--- src/rtl/mem_host_bridge.sv ---
// mem_host_bridge: cache-line bridge from the core refill/writeback port
// (mem_*) to the memory controller host port (host_*).
// Each 128-bit line request becomes one 8-beat, 16-bit host burst; read
// bursts are assembled into a line and returned through mem_replace.
// Ports: clk, rst (sync, active-high); mem_request/rwn/partial/addr/
// commit/write_data in, mem_finish/replace/replace_set/tag/dat out;
// host_req/rwn/burst/addr/txm/txd out, host_ack/txd_ack/rxd/rxd_vld in;
// bus_err out (watchdog abort pulse).
// Optional feature macro: MEMBRIDGE_TIMEOUT_EN enables the watchdog.
module mem_host_bridge #(
    parameter logic [31:0] BASE_ADDR      = 32'h0000_0000,
    parameter int          TIMEOUT_CYCLES = 1024
) (
    input  logic         clk,
    input  logic         rst,
    input  logic         mem_request,
    input  logic         mem_rwn,
    input  logic         mem_partial,
    input  logic [15:0]  mem_addr,
    input  logic [15:0]  mem_commit,
    input  logic [127:0] mem_write_data,
    output logic         mem_finish,
    output logic         mem_replace,
    output logic [4:0]   mem_replace_set,
    output logic [6:0]   mem_replace_tag,
    output logic [127:0] mem_replace_dat,
    output logic         host_req,
    output logic         host_rwn,
    output logic         host_burst,
    output logic [31:0]  host_addr,
    input  logic         host_ack,
    output logic [1:0]   host_txm,
    output logic [15:0]  host_txd,
    input  logic         host_txd_ack,
    input  logic [15:0]  host_rxd,
    input  logic         host_rxd_vld,
    output logic         bus_err
);

    typedef enum logic [2:0] {
        IDLE,
        REQ,
        WDATA,
        RDATA,
        DONE
    } state_t;

    state_t         state;
    state_t         state_nx;
    logic           rwn_q;
    logic [15:0]    addr_q;
    logic [15:0]    commit_q;
    logic [127:0]   data_q;
    logic [127:0]   line_q;
    logic [127:0]   line_nx;
    logic [2:0]     beat;
    logic           beat_acc;
    logic           last_beat;
    logic           busy;
    logic           timeout;
    logic           err_q;

    assign busy = (state == REQ) || (state == WDATA) || (state == RDATA);

    always_comb begin
        state_nx = state;
        beat_acc = 1'b0;
        line_nx  = line_q;
        line_nx[{beat, 4'h0} +: 16] = host_rxd;
        case (state)
            IDLE: begin
                if (mem_request) state_nx = REQ;
            end
            REQ: begin
                if (host_ack) state_nx = rwn_q ? RDATA : WDATA;
            end
            WDATA: begin
                if (host_txd_ack) begin
                    beat_acc = 1'b1;
                    if (beat == 3'd7) state_nx = DONE;
                end
            end
            RDATA: begin
                if (host_rxd_vld) begin
                    beat_acc = 1'b1;
                    if (beat == 3'd7) state_nx = DONE;
                end
            end
            DONE: state_nx = IDLE;
            default: state_nx = IDLE;
        endcase
        // A watchdog abort overrides any progress made in the same cycle.
        if (timeout) state_nx = DONE;
    end

    assign last_beat = beat_acc && (beat == 3'd7) && (state == RDATA);

    always_ff @(posedge clk) begin
        if (rst) begin
            state           <= IDLE;
            beat            <= 3'd0;
            rwn_q           <= 1'b1;
            addr_q          <= 16'h0;
            commit_q        <= 16'h0;
            data_q          <= 128'h0;
            line_q          <= 128'h0;
            host_addr       <= 32'h0;
            mem_replace_dat <= 128'h0;
            mem_replace_set <= 5'h0;
            mem_replace_tag <= 7'h0;
            err_q           <= 1'b0;
        end else begin
            state <= state_nx;
            if (state == IDLE && mem_request) begin
                rwn_q     <= mem_rwn;
                addr_q    <= mem_addr;
                commit_q  <= mem_partial ? mem_commit : 16'hFFFF;
                data_q    <= mem_write_data;
                beat      <= 3'd0;
                host_addr <= BASE_ADDR + {16'h0, mem_addr, 4'h0};
                err_q     <= 1'b0;
            end
            if (beat_acc) begin
                beat   <= beat + 3'd1;
                line_q <= line_nx;
            end
            if (last_beat) begin
                mem_replace_dat <= line_nx;
                mem_replace_set <= addr_q[4:0];
                mem_replace_tag <= addr_q[11:5];
            end
            if (timeout) begin
                err_q <= 1'b1;
                // An aborted read still returns a line so the core never hangs.
                if (rwn_q) begin
                    mem_replace_dat <= '1;
                    mem_replace_set <= addr_q[4:0];
                    mem_replace_tag <= addr_q[11:5];
                end
            end
        end
    end

`ifdef MEMBRIDGE_TIMEOUT_EN
    logic [15:0] wd;

    assign timeout = busy && (wd == 16'(TIMEOUT_CYCLES));

    always_ff @(posedge clk) begin
        if (rst) begin
            wd <= 16'h0;
        end else if (state_nx != state || beat_acc) begin
            wd <= 16'h0;
        end else if (busy) begin
            wd <= wd + 16'h1;
        end
    end

    assign bus_err = (state == DONE) && err_q;
`else
    logic unused_cfg;

    assign unused_cfg = busy ^ err_q ^ (^TIMEOUT_CYCLES);
    assign timeout    = 1'b0;
    assign bus_err    = 1'b0;
`endif

    assign host_req    = (state == REQ);
    assign host_rwn    = rwn_q;
    assign host_burst  = 1'b1;
    assign host_txd    = data_q[{beat, 4'h0} +: 16];
    assign host_txm    = ~commit_q[{beat, 1'b0} +: 2];
    assign mem_finish  = (state == DONE);
    assign mem_replace = (state == DONE) && rwn_q;

endmodule

--- config.mk ---
export PLATFORM = sky130hd
export DESIGN_NAME = mem_host_bridge
export DESIGN_NICKNAME = d
export VERILOG_FILES = /design/src/rtl/mem_host_bridge.sv
export SDC_FILE = /design/constraint.sdc
export NUM_CORES = 1
export LEC_CHECK = 0
export ABC_AREA = 0
export BUFFER_PORTS_ARGS = -buffer_cell sky130_fd_sc_hd__buf_2
export CORE_MARGIN = 4
export CORE_UTILIZATION = 42
export CTS_CLUSTER_DIAMETER = 60
export DETAILED_ROUTE_END_ITERATION = 7
export PLACE_DENSITY = 0.66
export RECOVER_POWER = 50
export SLEW_MARGIN = 20
export SYNTH_ARGS = -nofsm -noshare
export SYNTH_HDL_FRONTEND = slang
export SYNTH_SLANG_ARGS = --single-unit
--- constraint.sdc ---
create_clock -name clk -period 3.2 [get_ports clk]
set_input_delay 0.96 -clock clk [delete_from_list [all_inputs] [get_ports clk]]
set_output_delay 0.96 -clock clk [all_outputs]
set_load 0.01 [all_outputs]
==> results.md <==
| Metric | Value |
|---|---|
| Antenna violations before repair | 4 |
| Launch point of the worst path | beat[0] |
| I/O pin count | 380 |
| Setup ws final | 0.08135 ns |
| Max-cap violations | 3 |
| Worst setup slack after placement | 0.4016 ns |
| Post-DP HPWL | 41230 um |
| Final core area utilization | 50.55% |
| Detailed Route Iter0 Violations | 1332 |
| Sort of element at the end of the critical path | primary output |
| Sw frac | 25.04% |
| Maximum number of pins on one net before global-route repair | 162 |
| Clk buf depth | 3 |
| YS warnings | 0 |
| Number of storage elements in the synthesis netlist | 435 |
| P per Cell Area | 549.6 nW/um^2 |
| Clock period minus worst slack | 3.119 ns |
| Final Hold Viols | 0 |
| Slew at the pin with the worst max-slew slack | 1.715 ns |
| Placed cell areas | 20890 um^2 |
| First-pass detailed-route iteration total | 5 |
| Total standard cell area after synthesis | 18790 um^2 |
| Failing checks | max-capacitance violations, max-slew violations |
| Final Cell Area | 22350 um^2 |
| Post-synth top flop | sky130_fd_sc_hd__dfxtp_1 |
| Syn_area_per_cell | 9.062 um^2 |
| Maximum fanout encountered on the critical timing path | 5 |
| Total detailed-routing wirelength | 61500 um |
| Fmax | 320.7 MHz |
| Via-to-Cell Ratio | 5.505 |
| DP Cell Count | 2852 |
| Final worst clock skew | 0.02189 ns |
| Type of element launching the critical path | flop |
| Critical path class | flop to primary output |
| Buffers added on ports | 361 |
| Result of the run | finished, violations left |
| Post-route fraction of the period consumed by the critical path | 97.46% |
| Async S/R FF share, synth | 0% |
| Placeable core area | 44220 um^2 |
| Internal power | 9.210 mW |
| Number of global-route vias before repair | 15940 |
| Sequential fraction of the synthesis area | 46.36% |
| Residual overflow from global routing | 0 |
| Share of post-route cells with drive strength above 1 | 16.12% |
| Final number of setup-violating endpoints | 0 |
| Initial cell density of the core | 42.48% |
| Leakage component of the power | 8.559 nW |
| Final antenna-violating net count | 0 |
| Level count of the clock H-tree | 2 |
| Num rows | 77 |
| Net switching power figure | 3.076 mW |
| Wire length of the first global-routing pass | 92780 um |
| # clock sinks | 435 |
| Hold path startpoint | data_q[73] |
| Relative slew slack | -14.31% |
| Maximum vdd drop | 0.3569 mV |
| Number of unique standard cell types used by synthesis | 47 |
| Required time at the endpoint of the critical path | 2.24 ns |
| Portion of total power attributed to the clock network | 45.3% |
| Data arrival time of the critical path | 2.16 ns |
| Height of the die | 219.5 um |
| Area added between synthesis and finish | 19.00% |
| Floorplan die area | 48180 um^2 |
| Clock latency of the later-clocked register in the worst-skew pair | 0.59 ns |
| Synth Instances | 2073 |
| Startpoint of the most critical register-to-register path | beat[0] |
| Unrepaired setup endpoints after global routing | false |
| Total Routing Usage GR | 24.50% |
| Number of buffers added by the clock tree synthesis step | 48 |
| Kind of path behind the tightest hold check | flop to flop |
| Setup_tns | 0 ns |
| Number of enable-type register cells in the synthesized netlist | 0 |
| Logic gate share of total power | 8.5% |
| Count of pins over their slew limit | 378 |
| DR vias | 16210 |
| Non-filler cells, final | 2945 |
| Clock input transition at the sequential cells of the worst setup and hold paths | 0.06 ns |
| Total Nets Final | 2505 |
| Post-CTS Hold Buffers | 0 |
| DRC viols | 0 |
| Sequential fraction of design power | 46.2% |
| CTS tree | done |
| Final weighted congestion in routability-driven placement | 0.8675 |
| Die boundary width | 219.5 um |
| Post-DR wirelength/cell | 20.88 um |
| CTS root buf | sky130_fd_sc_hd__clkbuf_16 |
[Yosys cell counts (3+ instances only)]
cell	n	area [um^2]
sky130_fd_sc_hd__ha_1	5	62.56
sky130_fd_sc_hd__mux4_2	36	810.8
sky130_fd_sc_hd__o211ai_1	3	22.52
sky130_fd_sc_hd__nand2_1	339	1272
sky130_fd_sc_hd__buf_4	19	142.6
sky130_fd_sc_hd__a311oi_1	64	560.5
sky130_fd_sc_hd__o21ai_0	78	390.4
sky130_fd_sc_hd__nor2_1	19	71.32
sky130_fd_sc_hd__nand3_1	33	165.2
sky130_fd_sc_hd__nor3_1	16	80.08
sky130_fd_sc_hd__clkbuf_1	145	544.3
sky130_fd_sc_hd__nor3b_1	17	127.6
sky130_fd_sc_hd__a211oi_1	65	488.0
sky130_fd_sc_hd__buf_1	20	75.07
sky130_fd_sc_hd__inv_1	19	71.32
sky130_fd_sc_hd__buf_2	38	190.2
sky130_fd_sc_hd__mux2i_1	195	1952
sky130_fd_sc_hd__and2_1	5	31.28
sky130_fd_sc_hd__a21oi_1	289	1446
sky130_fd_sc_hd__nand2b_1	148	925.9
sky130_fd_sc_hd__buf_6	5	56.30
sky130_fd_sc_hd__dfxtp_1	435	8708
sky130_fd_sc_hd__or3_1	50	312.8
[cell families after synthesis]
group                      synth area share (%)
other                                   0.03998
muxes                                     14.77
DFF                                       46.36
AOI/OAI and AO/OA                         15.52
and+or+nand+nor                           17.14
buffers and inverters                     5.848
adders and majority gates                0.3330
[layout make-up]
class / instances / area [um^2]
fillers: 4224 / 21870
multi-input cells: 1406 / 9086
flip-flops and latches: 435 / 8713
repair buffers: 405 / 2151
clock buffers: 66 / 1369
well taps: 592 / 740.7
clock inverters: 19 / 214.0
inverters: 20 / 75.07
diodes: 2 / 5.005
[cell usage in the layout (no fill, tap or decap), types with 3 or more instances in the layout]
cell                         netlist  layout
sky130_fd_sc_hd__o21ai_0          78      78
sky130_fd_sc_hd__buf_12            0      10
sky130_fd_sc_hd__a21oi_1         289     289
sky130_fd_sc_hd__mux4_2           36      36
sky130_fd_sc_hd__nor3b_1          17      17
sky130_fd_sc_hd__clkinv_2          0       9
sky130_fd_sc_hd__buf_4            19      27
sky130_fd_sc_hd__buf_16            0       3
sky130_fd_sc_hd__clkbuf_4          0       3
sky130_fd_sc_hd__clkbuf_16         0      49
sky130_fd_sc_hd__a311oi_1         64      64
sky130_fd_sc_hd__nand2_1         339     339
sky130_fd_sc_hd__bufinv_16         0       3
sky130_fd_sc_hd__nand2b_1        148     148
sky130_fd_sc_hd__clkbuf_8          0      10
sky130_fd_sc_hd__conb_1            2      18
sky130_fd_sc_hd__or3_1            50      50
sky130_fd_sc_hd__clkinvlp_4        0       3
sky130_fd_sc_hd__inv_1            19      19
sky130_fd_sc_hd__dfxtp_1         435     433
sky130_fd_sc_hd__mux2i_1         195     195
sky130_fd_sc_hd__nand3_1          33      33
sky130_fd_sc_hd__and2_1            5       5
sky130_fd_sc_hd__clkbuf_1        145     164
sky130_fd_sc_hd__a211oi_1         65      65
sky130_fd_sc_hd__ha_1              5       5
sky130_fd_sc_hd__nor2_1           19      18
sky130_fd_sc_hd__buf_2            38     203
sky130_fd_sc_hd__o211ai_1          3       3
sky130_fd_sc_hd__nor3_1           16      16
[per-layer routing]
metal,GRT usage [%],routed length (um),vias to the layer above
met5,0,13,-
met4,8.131,2074,2
met3,5.185,4996,122
met2,40.47,28740,629
met1,32.08,25670,7744
li1,-,-,7716
[power groups by stage]
stage	clock network (mW)	logic [mW]	registers, mW
6_report	5.57	1.04	5.68
5_1_grt	5.87	1.14	5.69
4_1_cts	5.66	1.04	5.68
3_5_place_dp	0	1.02	5.80
3_3_place_gp	0	1.02	5.79
2_1_floorplan	0	0.635	5.76
[worst paths after layout]
kind	endpoint	slack, ns	cells after the start
hold reg to reg	data_q[73]	0.45	2
setup reg to reg	mem_replace_dat[11]	0.19	6
setup / recovery	host_txd[9]	0.08	6
hold / removal	data_q[73]	0.45	2
[worst max-delay path: stages, from the launching register on]
cell and delay, ns:
sky130_fd_sc_hd__dfxtp_4 0.42, sky130_fd_sc_hd__buf_6 0.14, sky130_fd_sc_hd__clkbuf_16 0.16, sky130_fd_sc_hd__mux4_2 0.53, sky130_fd_sc_hd__nand2_1 0.10, sky130_fd_sc_hd__nand2_1 0.06, sky130_fd_sc_hd__buf_2 0.15
[sequential cells by signal, summed over array words and instances (netlist names)]
name	count
data_q	128
addr_q	16
state	3
line_q	128
beat	3
commit_q	16
mem_replace_tag	7
mem_replace_set	5
mem_replace_dat	128
host_rwn	1
[metrics by stage]
step                      hold slack (ns)  power [mW]
after floorplan                    0.4331       6.396
after global placement             0.4387       6.806
after detailed placement           0.4442       6.821
after CTS                          0.4525       12.38
after global routing               0.4710       12.70
final                              0.4533       12.29
[what timing repair did]
action,4_1_cts,5_1_grt
buffers inserted,2,1
endpoints found under the setup margin,18,13
gates cloned,2,1
gates resized for setup,3,2
No activity file was read; power rests on OpenSTA's default activity.
